`src/rtl/muldiv_unit_if.sv`:
```
// ---------------------------------------------------------------------------
// muldiv_unit_if
// Request/response bundle for the iterative multiply/divide unit.
//   start    : request to begin an operation (master -> slave)
//   instr    : full 32-bit instruction; funct3 picks the M-extension op
//   rs1_val  : operand A (multiplicand / dividend)
//   rs2_val  : operand B (multiplier / divisor)
//   busy     : operation in flight, including the done cycle (slave -> master)
//   done     : one-cycle pulse, result valid
//   result   : registered result, held until the next operation completes
// ---------------------------------------------------------------------------
interface muldiv_unit_if;
    logic        start;
    logic [31:0] instr;
    logic [31:0] rs1_val;
    logic [31:0] rs2_val;
    logic        busy;
    logic        done;
    logic [31:0] result;

    modport master (
        output start, instr, rs1_val, rs2_val,
        input  busy, done, result
    );

    modport slave (
        input  start, instr, rs1_val, rs2_val,
        output busy, done, result
    );
endinterface

```
`src/rtl/muldiv_unit.sv`:
```
// ---------------------------------------------------------------------------
// muldiv_unit
// Iterative RISC-V M-extension unit: one result bit per cycle, 32 cycles
// per multiply or divide. Divide-by-zero and signed overflow are resolved
// immediately without iterating.
// Ports:
//   clk  : clock, all state updates on the rising edge
//   rst  : synchronous active-high reset (wins over start)
//   bus  : muldiv_unit_if.slave (start/instr/rs1_val/rs2_val in,
//          busy/done/result out)
// ---------------------------------------------------------------------------
module muldiv_unit (
    input  logic         clk,
    input  logic         rst,
    muldiv_unit_if.slave bus
);

    typedef enum logic [1:0] {
        IDLE = 2'd0,
        CALC = 2'd1,
        DONE = 2'd2
    } state_t;

    state_t      state_q;
    logic [4:0]  cnt_q;
    logic [2:0]  op_q;
    logic [31:0] hi_q;       // product high half / partial remainder
    logic [31:0] lo_q;       // multiplier being consumed / dividend->quotient
    logic [31:0] opb_q;      // multiplicand (mul) or divisor (div), magnitude
    logic        neg_q;      // negate product / quotient at the end
    logic        rem_neg_q;  // negate remainder (dividend was negative)
    logic [31:0] result_q;

    // ---------------- request decode ----------------
    logic [2:0]  f3;
    logic        is_m_op;
    logic        req_div;
    logic        a_sgn, b_sgn;
    logic        a_neg, b_neg;
    logic [31:0] a_mag, b_mag;
    logic        div_zero, div_ovf;
    logic [31:0] special_res;

    assign f3      = bus.instr[14:12];
    assign is_m_op = (bus.instr[6:0] == 7'b0110011) && (bus.instr[31:25] == 7'b0000001);
    assign req_div = f3[2];

    always_comb begin
        a_sgn = 1'b0;
        b_sgn = 1'b0;
        if (req_div) begin
            // DIV/REM signed, DIVU/REMU unsigned
            a_sgn = ~f3[0];
            b_sgn = ~f3[0];
        end else begin
            // MUL/MULH signed x signed, MULHSU signed x unsigned, MULHU unsigned
            a_sgn = (f3 != 3'b011);
            b_sgn = ~f3[1];
        end
    end

    assign a_neg = a_sgn & bus.rs1_val[31];
    assign b_neg = b_sgn & bus.rs2_val[31];
    assign a_mag = a_neg ? (~bus.rs1_val + 32'd1) : bus.rs1_val;
    assign b_mag = b_neg ? (~bus.rs2_val + 32'd1) : bus.rs2_val;

    assign div_zero = req_div && (bus.rs2_val == 32'd0);
    assign div_ovf  = req_div && !f3[0] && (bus.rs1_val == 32'h8000_0000)
                      && (bus.rs2_val == 32'hFFFF_FFFF);

    // f3[1] distinguishes REM/REMU from DIV/DIVU
    assign special_res = div_zero ? (f3[1] ? bus.rs1_val : 32'hFFFF_FFFF)
                                  : (f3[1] ? 32'h0000_0000 : 32'h8000_0000);

    // ---------------- one iteration step ----------------
    logic [32:0] mul_sum;
    logic [32:0] div_shift;
    logic [32:0] div_trial;
    logic [31:0] hi_d, lo_d;
    logic [63:0] prod_s;
    logic [31:0] final_res;

    always_comb begin
        hi_d      = hi_q;
        lo_d      = lo_q;
        mul_sum   = 33'd0;
        div_shift = 33'd0;
        div_trial = 33'd0;
        prod_s    = 64'd0;
        final_res = 32'd0;

        if (op_q[2]) begin
            // restoring division: shift in next dividend bit, try subtracting
            div_shift = {hi_q, lo_q[31]};
            div_trial = div_shift - {1'b0, opb_q};
            if (!div_trial[32]) begin
                hi_d = div_trial[31:0];
                lo_d = {lo_q[30:0], 1'b1};
            end else begin
                hi_d = div_shift[31:0];
                lo_d = {lo_q[30:0], 1'b0};
            end
            if (op_q[1]) begin
                final_res = rem_neg_q ? (~hi_d + 32'd1) : hi_d;
            end else begin
                final_res = neg_q ? (~lo_d + 32'd1) : lo_d;
            end
        end else begin
            // shift-add with the product shifting right through {hi, lo}
            mul_sum = {1'b0, hi_q} + (lo_q[0] ? {1'b0, opb_q} : 33'd0);
            hi_d    = mul_sum[32:1];
            lo_d    = {mul_sum[0], lo_q[31:1]};
            prod_s  = neg_q ? (~{hi_d, lo_d} + 64'd1) : {hi_d, lo_d};
            final_res = (op_q[1:0] == 2'b00) ? prod_s[31:0] : prod_s[63:32];
        end
    end

    // ---------------- FSM and datapath ----------------
    always_ff @(posedge clk) begin
        if (rst) begin
            state_q   <= IDLE;
            cnt_q     <= 5'd0;
            op_q      <= 3'd0;
            hi_q      <= 32'd0;
            lo_q      <= 32'd0;
            opb_q     <= 32'd0;
            neg_q     <= 1'b0;
            rem_neg_q <= 1'b0;
            result_q  <= 32'd0;
        end else begin
            case (state_q)
                IDLE: begin
                    if (bus.start && is_m_op) begin
                        op_q      <= f3;
                        neg_q     <= a_neg ^ b_neg;
                        rem_neg_q <= a_neg;
                        hi_q      <= 32'd0;
                        lo_q      <= req_div ? a_mag : b_mag;
                        opb_q     <= req_div ? b_mag : a_mag;
                        cnt_q     <= 5'd0;
                        if (div_zero || div_ovf) begin
                            result_q <= special_res;
                            state_q  <= DONE;
                        end else begin
                            state_q  <= CALC;
                        end
                    end
                end
                CALC: begin
                    hi_q  <= hi_d;
                    lo_q  <= lo_d;
                    cnt_q <= cnt_q + 5'd1;
                    if (cnt_q == 5'd31) begin
                        result_q <= final_res;
                        state_q  <= DONE;
                    end
                end
                DONE: begin
                    state_q <= IDLE;
                end
                default: begin
                    state_q <= IDLE;
                end
            endcase
        end
    end

    assign bus.busy   = (state_q != IDLE);
    assign bus.done   = (state_q == DONE);
    assign bus.result = result_q;

endmodule

```
`src/flat_wrapper.sv`:
```
// flat-port wrapper written by rule: the top's interface ports become plain ports
module muldiv_unit_flat 
  (clk, rst, bus_start, bus_instr, bus_rs1_val, bus_rs2_val, bus_busy, bus_done, bus_result);
  muldiv_unit_if bus_i ();
  input  logic clk;
  input  logic rst;
  input wire logic [$bits(bus_i.start)-1:0] bus_start;
  input wire logic [$bits(bus_i.instr)-1:0] bus_instr;
  input wire logic [$bits(bus_i.rs1_val)-1:0] bus_rs1_val;
  input wire logic [$bits(bus_i.rs2_val)-1:0] bus_rs2_val;
  output wire logic [$bits(bus_i.busy)-1:0] bus_busy;
  output wire logic [$bits(bus_i.done)-1:0] bus_done;
  output wire logic [$bits(bus_i.result)-1:0] bus_result;
  assign bus_i.start = bus_start;
  assign bus_i.instr = bus_instr;
  assign bus_i.rs1_val = bus_rs1_val;
  assign bus_i.rs2_val = bus_rs2_val;
  assign bus_busy = bus_i.busy;
  assign bus_done = bus_i.done;
  assign bus_result = bus_i.result;
  muldiv_unit u_core (.clk(clk), .rst(rst), .bus(bus_i));
endmodule
```
`config.mk`:
```
export PLATFORM = sky130hd
export DESIGN_NAME = muldiv_unit_flat
export DESIGN_NICKNAME = d
export VERILOG_FILES = /design/src/rtl/muldiv_unit_if.sv /design/src/rtl/muldiv_unit.sv /design/src/flat_wrapper.sv
export SDC_FILE = /design/constraint.sdc
export NUM_CORES = 1
export LEC_CHECK = 0
export ABC_AREA = 1
export BUFFER_PORTS_ARGS = -buffer_cell sky130_fd_sc_hd__buf_2
export CORE_UTILIZATION = 25
export DETAILED_ROUTE_END_ITERATION = 12
export SLEW_MARGIN = 20
export SYNTH_ARGS = -nofsm -noshare
export SYNTH_HDL_FRONTEND = slang
export SYNTH_SLANG_ARGS = --single-unit
```
`constraint.sdc`:
```
create_clock -name clk -period 5.6 [get_ports clk]
set_input_delay 1.12 -clock clk [delete_from_list [all_inputs] [get_ports clk]]
set_output_delay 1.12 -clock clk [all_outputs]
set_load 0.005 [all_outputs]
```
==> impl_metrics.py, run 1 <==
metrics = {
    "run_status": {
        "status": "completed",
    },
    "placement": {
        "gp_congestion": 1.01,
        "dpl.hpwl_um": 71900,
        "port_buffers": 117,
        "pre_cts_slack_ns": 1.17,
    },
    "logic_synthesis": {
        "synthCells": 3491,
        "synth.net_count": 3664,
        "synth_area_leaders": "nand2_1 21%, dfxtp_1 15%, inv_1 10%",
        "synth_warnings": 0,
        "synth_area_per_cell_um2": 5.36,
        "syn_area_mm2": 0.0187,
        "synth-seq-cells": 140,
        "synth_top_area_share_pct": 21.1,
        "synth_ff_type": "dfxtp_1",
        "seq_area_frac_synth_pct": 15.0,
        "synthDistinctLibCells": 55,
        "synth.largest_area_cell": "nand2_1",
        "synth_edf_count": 0,
        "async_flop_share_pct": 0,
    },
    "grt": {
        "grt_pass1_vias": 20546,
        "grt_pass1_wl_um": 131000,
        "grt_max_degree": 63,
        "grtUsageTotal_pct": 22.9,
        "overflow": 0,
        "antenna_found_initial": 2,
    },
    "clock_tree": {
        "cts_max_level": 4,
        "cts_resized": 0,
        "numCtsBuffers": 17,
        "clockBufferDepth": 2,
        "clk_latency_ns": 0.47,
        "cts_setup_buffers": 0,
        "tritoncts": "built",
        "hold_buffers": 0,
        "numClockSinks": 140,
        "cts_root_buf": "clkbuf_16",
        "clk_pin_slew_ns": 0.07,
    },
    "pwr": {
        "vdd_ir_drop_max_mv": 0.216,
        "power.density_mw_per_mm2": 121,
        "total_power_mw": 2.52,
        "leakage_nw": 11.0,
    },
    "setup_path": {
        "slowest_stage": "dfxtp_1",
        "arrival_ns": 4.96,
        "cp_num_cells": 19,
        "critPathRequiredTime_ns": 5.95,
        "r2r_cells": 19,
        "path_cells": "nand2_1, inv_1, ha_1, nand2_1, inv_1, nand2_1, nand2_1, nand2_1, nand3_1, xnor2_1, nand2_1, nor2_2, nand2_1, nand2_1, nand2_1, o21ai_0, a31oi_1, nand2_1, a21oi_1",
        "critPathTopFamily": "simple AND/OR/NAND/NOR gates",
        "critPathBufInv": 2,
        "end_kind": "flip-flop",
        "crit_fanout": 22,
        "crit_top_cell": "nand2_1",
        "slowest_delay_ns": 0.86,
        "worst-setup-path-type": "flip-flop to flip-flop",
        "start_kind": "flip-flop",
    },
    "timing": {
        "relSlewSlack_pct": 24.8,
        "tightest_slew_ns": 1.12,
        "min_period_over_period_pct": 82.4,
        "setup_viol": 0,
        "setup-tns-final_ns": 0,
        "grt_setup_unrepaired": "no",
        "slew_viol_final": 0,
        "final.setup.worst_slack_ns": 0.987,
        "finClkSkew_ns": 0.0146,
        "period_needed_ns": 4.61,
        "fmax_mhz": 217,
        "hold_viol": 0,
    },
    "finish": {
        "ff_latch_area_mm2": 0.00281,
        "final_util_pct": 28.2,
        "multi_input_comb_area_mm2": 0.0134,
        "nets": 3691,
        "syn2layout_area_growth_pct": 10.9,
        "drive_gt1_share_pct": 7.96,
        "n_fill_cell": 8589,
        "final_cell_mix": "1,051 x nand2_1, 499 x inv_1, 371 x nor2_1",
        "final_common_cell": "nand2_1",
        "diodes": 0,
    },
    "die": {
        "die_x_um": 276,
        "core_area_mm2": 0.0736,
        "start_util_pct": 25.4,
        "die_h_um": 276,
        "num_io_pins": 133,
        "fp-row-count": 99,
        "die-area_mm2": 0.0760,
    },
    "route": {
        "drc": 0,
        "first_pass_iters": 8,
        "wl_per_cell_um": 19.6,
        "drt-vias-per-instance": 5.16,
        "wl_um": 88200,
        "ant_nets": 0,
        "via_count": 23180,
        "drt_iter0_drc": 3105,
    },
    "job": {
        "drv_cap": 0,
    },
    "min_path": {
        "hp-class": "flip-flop to flip-flop",
        "holdPathStages": 2,
    },
}
[report_power, final]
| part | total (mW) | switching [mW] | internal (mW) |
|---|---|---|---|
| clock | 1.21 | 0.538 | 0.675 |
| combinational | 0.309 | 0.227 | 0.0819 |
| sequential | 0.995 | 0.0000738 | 0.995 |
[cell usage after synthesis, types with 5 or more instances]
| cell | instances |
|---|---|
| nand3_2 | 9 |
| nand3b_1 | 7 |
| dfxtp_1 | 140 |
| a31oi_1 | 45 |
| nor2_4 | 5 |
| inv_2 | 16 |
| buf_1 | 10 |
| buf_2 | 11 |
| ha_1 | 72 |
| inv_1 | 500 |
| nand4_1 | 47 |
| xor2_1 | 77 |
| nor4_1 | 9 |
| o21bai_1 | 9 |
| nor3_1 | 44 |
| nand2_2 | 24 |
| nand3_1 | 254 |
| a22oi_1 | 5 |
| or2_2 | 8 |
| buf_6 | 5 |
| a21oi_1 | 262 |
| o21ai_1 | 13 |
| o221ai_1 | 13 |
| nand2_4 | 7 |
| nand2_1 | 1051 |
| o21ai_0 | 219 |
| o211ai_1 | 65 |
| o22ai_1 | 7 |
| xnor2_1 | 14 |
| a21oi_2 | 8 |
| clkbuf_1 | 108 |
| nor2_1 | 374 |
| nor2_2 | 10 |
[registers in the layout (all words and copies together), names as in the netlist]
signal / cells
u_core.neg_q: 1
u_core.rem_neg_q: 1
u_core.state_q: 2
u_core.hi_q: 32
u_core.lo_q: 32
u_core.opb_q: 32
u_core.op_q: 3
u_core.cnt_q: 5
u_core.bus.result: 32
[per-stage QoR]
stage / std cells / hold slack, ns / area, um^2
3_3_place_gp: 4458 / 0.449 / 20200
6_report: 4490 / 0.468 / 20800
3_5_place_dp: 4458 / 0.456 / 20200
5_1_grt: 4490 / 0.488 / 20800
2_1_floorplan: 3491 / 0.441 / 18700
4_1_cts: 4490 / 0.466 / 20800
[layout make-up]
cell class              count  share of cell area [%]
clock buffers              18                    2.07
clock inverters            14                   0.867
well taps                 959                    5.78
multi-input cells        2695                    64.6
inverters                 520                    9.40
repair buffers            144                    3.79
flip-flops and latches    140                    13.5
[cells by family after synthesis]
| kind of cell | Yosys count | share of synthesized area, % |
|---|---|---|
| AO/OA/AOI/OAI | 664 | 19.9 |
| XOR/XNOR | 91 | 4.26 |
| adder cells (fa/ha/maj) | 74 | 5.03 |
| buffers and inverters | 656 | 13.5 |
| flip-flops | 140 | 15.0 |
| AND/OR/NAND/NOR | 1866 | 42.4 |
[per-layer routing]
metal / track usage, % / share of wire, % / wire length, um
met5: 0 / 0.031 / 27
met4: 8.48 / 4.2 / 3720
met3: 3.82 / 10 / 9100
met2: 35.2 / 42 / 37300
met1: 31.8 / 43 / 38000
[worst min-delay path: cells and delay by family, from the launching register on]
| family | cells | cell delay [ns] |
|---|---|---|
| AND/OR/NAND/NOR | 1 | 0.06 |
| flip-flops | 1 | 0.31 |
| AO/OA/AOI/OAI | 1 | 0.05 |
[worst paths after layout]
kind	from	to	slack, ns
worst min register to register	u_core.cnt_q[4]$_SDFFE_PP0P_	u_core.cnt_q[4]$_SDFFE_PP0P_	0.47
worst min-delay path	u_core.cnt_q[4]$_SDFFE_PP0P_	u_core.cnt_q[4]$_SDFFE_PP0P_	0.47
worst max-delay path	u_core.lo_q[0]$_SDFFE_PP0P_	u_core.bus.result[17]$_SDFFE_PP0P_	0.99
worst max register to register	u_core.lo_q[0]$_SDFFE_PP0P_	u_core.bus.result[17]$_SDFFE_PP0P_	0.99
(Power assumes the default switching activity.)
==> inputs of run 2 (changes only) <==
- ABC_AREA: 1 -> 0
- clock period: 5.6 -> 4.7 ns (I/O delays scaled with it)
==> run 2 against run 1 <==
Effect of this change: utilization up 2.6 points; first-iteration DRC count down 33%; cell area up 1.9%; via count down 13%; cell count down 18%; synthesized cell count down 27%; critical endpoint is now u_core.bus.result[18]$_SDFFE_PP0P_; largest cell class unchanged; highest routed layer is now met4.
==> impl_metrics.py, run 2 <==
metrics = {
    "setup_path": {
        "startpoint": "u_core.lo_q[31]$_SDFFE_PP0P_",
        "end_kind": "flip-flop",
        "crit_fanout": 5,
        "start_kind": "flip-flop",
        "arrival_ns": 4.91,
        "worst-setup-path-type": "flip-flop to flip-flop",
        "reg2reg_from": "u_core.lo_q[31]$_SDFFE_PP0P_",
        "critPathRequiredTime_ns": 5.07,
    },
    "grt": {
        "grt_pass1_vias": 18132,
        "grtUsageTotal_pct": 19.9,
        "overflow": 0,
        "antenna_found_initial": 1,
        "grt_pass1_wl_um": 109000,
        "grt_max_degree": 90,
    },
    "pwr": {
        "vdd_ir_drop_max_mv": 0.273,
        "internal-power_mw": 2.46,
        "comb_power_share_pct": 26.8,
        "power.density_mw_per_mm2": 178,
        "leakage_nw": 8.14,
        "clkPwrFrac_pct": 39.9,
        "p_sw_mw": 1.31,
        "power_frac_seq_pct": 33.3,
        "p_sw_share_pct": 34.7,
        "total_power_mw": 3.77,
    },
    "min_path": {
        "hp-class": "flip-flop to flip-flop",
        "min-delay-start": "u_core.bus.result[0]$_SDFFE_PP0P_",
    },
    "clock_tree": {
        "clockBufferDepth": 2,
        "clk_latency_ns": 0.47,
        "numCtsBuffers": 17,
        "cts_root_buf": "clkbuf_16",
        "clk_pin_slew_ns": 0.07,
        "cts_max_level": 4,
        "hold_buffers": 0,
        "tritoncts": "built",
        "numClockSinks": 140,
    },
    "die": {
        "die-area_mm2": 0.0704,
        "num_io_pins": 133,
        "die_h_um": 265,
        "start_util_pct": 25.3,
        "core_area_mm2": 0.0686,
        "die_x_um": 265,
        "fp-row-count": 96,
    },
    "placement": {
        "port_buffers": 117,
        "gp_congestion": 0.952,
        "dpl.hpwl_um": 56900,
    },
    "job": {
        "drv_cap": 0,
    },
    "finish": {
        "syn2layout_area_growth_pct": 22.1,
        "multi_input_comb_area_mm2": 0.0137,
        "ff_latch_area_mm2": 0.00282,
        "final_util_pct": 30.9,
        "n_fill_cell": 7546,
        "final_common_cell": "nor2_1",
        "drive_gt1_share_pct": 20.7,
        "final_cell_mix": "312 x nor2_1, 281 x nand2_1, 257 x buf_4",
        "nets": 2890,
    },
    "logic_synthesis": {
        "synth_top_area_share_pct": 16.2,
        "seq_area_frac_synth_pct": 16.2,
        "synth_area_per_cell_um2": 6.85,
        "syn_area_mm2": 0.0173,
        "async_flop_share_pct": 0,
        "synth_ff_type": "dfxtp_1",
        "synthCells": 2531,
        "synth_edf_count": 0,
        "synthDistinctLibCells": 97,
        "synth.largest_area_cell": "dfxtp_1",
        "synth_warnings": 0,
        "synth.net_count": 2704,
        "synth-seq-cells": 140,
        "ys_top_cells_by_count": "315 x nor2_1, 283 x nand2_1, 236 x a21oi_1",
        "synth_area_leaders": "dfxtp_1 16%, nor2_1 6.8%, a21oi_1 6.8%",
        "yosysMostFrequentCell": "nor2_1",
    },
    "route": {
        "wl_per_cell_um": 19.9,
        "drc": 0,
        "wl_um": 72900,
        "via_count": 20051,
        "drt-vias-per-instance": 5.48,
        "drt_iter0_drc": 2088,
        "first_pass_iters": 6,
        "ant_nets": 0,
    },
    "timing": {
        "tightest_slew_ns": 1.12,
        "hold_viol": 0,
        "grt_setup_unrepaired": "yes",
        "finalHoldWorstSlack_ns": 0.453,
        "period_needed_ns": 4.54,
        "slew_viol_final": 0,
        "fmax_mhz": 220,
        "setup_viol": 0,
        "finClkSkew_ns": 0.0146,
        "min_period_over_period_pct": 96.6,
        "relSlewSlack_pct": 25.6,
    },
    "run_status": {
        "status": "completed",
    },
}
run 2: cells by family after synthesis:
group                      Yosys count  synth area share, %
and+or+nand+nor                    922                 25.0
DFF                                140                 16.2
AOI/OAI and AO/OA                  853                 32.1
xor gates and xnor gates           195                 9.85
muxes                               67                 3.88
adders and majority gates           74                 5.43
buffers and inverters              280                 7.60
run 2: repair_timing:
item | 4_1_cts | 5_1_grt
pin swaps | 8 | 18
gates resized for setup | 7 | 93
buffers inserted | 1 | 3
endpoints found under the setup margin | 6 | 19
run 2: critical path: stages, from the launching register on:
cell and delay (ns):
dfxtp_2 0.34, inv_2 0.06, ha_2 0.20, fa_2 0.40, nor2b_4 0.14, o221a_4 0.24
o2111ai_1 0.13, o211ai_1 0.22, nand2b_4 0.23, nand2_4 0.08, nand2_1 0.08, a21boi_2 0.18
inv_1 0.06, ha_2 0.17, inv_1 0.08, nor3_2 0.06, nor4b_4 0.15, buf_4 0.17
and3_4 0.15, buf_4 0.14, a221oi_1 0.28, xnor2_1 0.11, buf_4 0.16, mux2i_2 0.20
a31oi_1 0.12, a311oi_1 0.30
run 2: worst paths after layout:
kind | endpoint | slack, ns | cells after the start
worst max-delay path | u_core.bus.result[18]$_SDFFE_PP0P_ | 0.16 | 25
worst min-delay path | u_core.bus.result[0]$_SDFFE_PP0P_ | 0.45 | 2
worst max register to register | u_core.bus.result[18]$_SDFFE_PP0P_ | 0.16 | 25
worst min register to register | u_core.bus.result[0]$_SDFFE_PP0P_ | 0.45 | 2
run 2: metal layers:
layer,up-vias,GRT usage [%],routed length (um)
met5,-,0,0
met2,836,31.3,32300
met4,0,8.84,3010
met1,9421,27.7,32900
met3,130,1.63,4760
li1,9664,-,-
run 2: stage by stage:
| step | area [um^2] | setup WS [ns] | setup TNS, ns | cells |
|---|---|---|---|---|
| detailed placement | 20100 | -0.0925 | -0.131 | 3625 |
| finish | 21200 | 0.159 | 0 | 3662 |
| global placement | 20100 | -0.0954 | -0.157 | 3625 |
| global route | 21200 | -0.0345 | -0.126 | 3662 |
| floorplan | 17400 | 0.0199 | 0 | 2531 |
| CTS | 20700 | 0.00803 | 0 | 3658 |
run 2: final cells by class:
class	count	share of cell area, %
Sequential cell	140	13.3
Tap cell	931	5.50
Multi-Input combinational cell	2111	64.8
Clock buffer	19	2.14
Timing Repair Buffer	376	12.2
Clock inverter	13	0.769
Antenna cell	1	0.0118
Inverter	71	1.26
run 2: power by group through the flow:
| stage | clock network [mW] | logic [mW] | registers (mW) |
|---|---|---|---|
| 6_report | 1.50 | 1.01 | 1.26 |
| 5_1_grt | 1.54 | 1.08 | 1.26 |
| 4_1_cts | 1.50 | 0.980 | 1.25 |
| 3_5_place_dp | 0 | 0.976 | 1.28 |
| 3_3_place_gp | 0 | 0.971 | 1.28 |
| 2_1_floorplan | 0 | 0.667 | 1.25 |
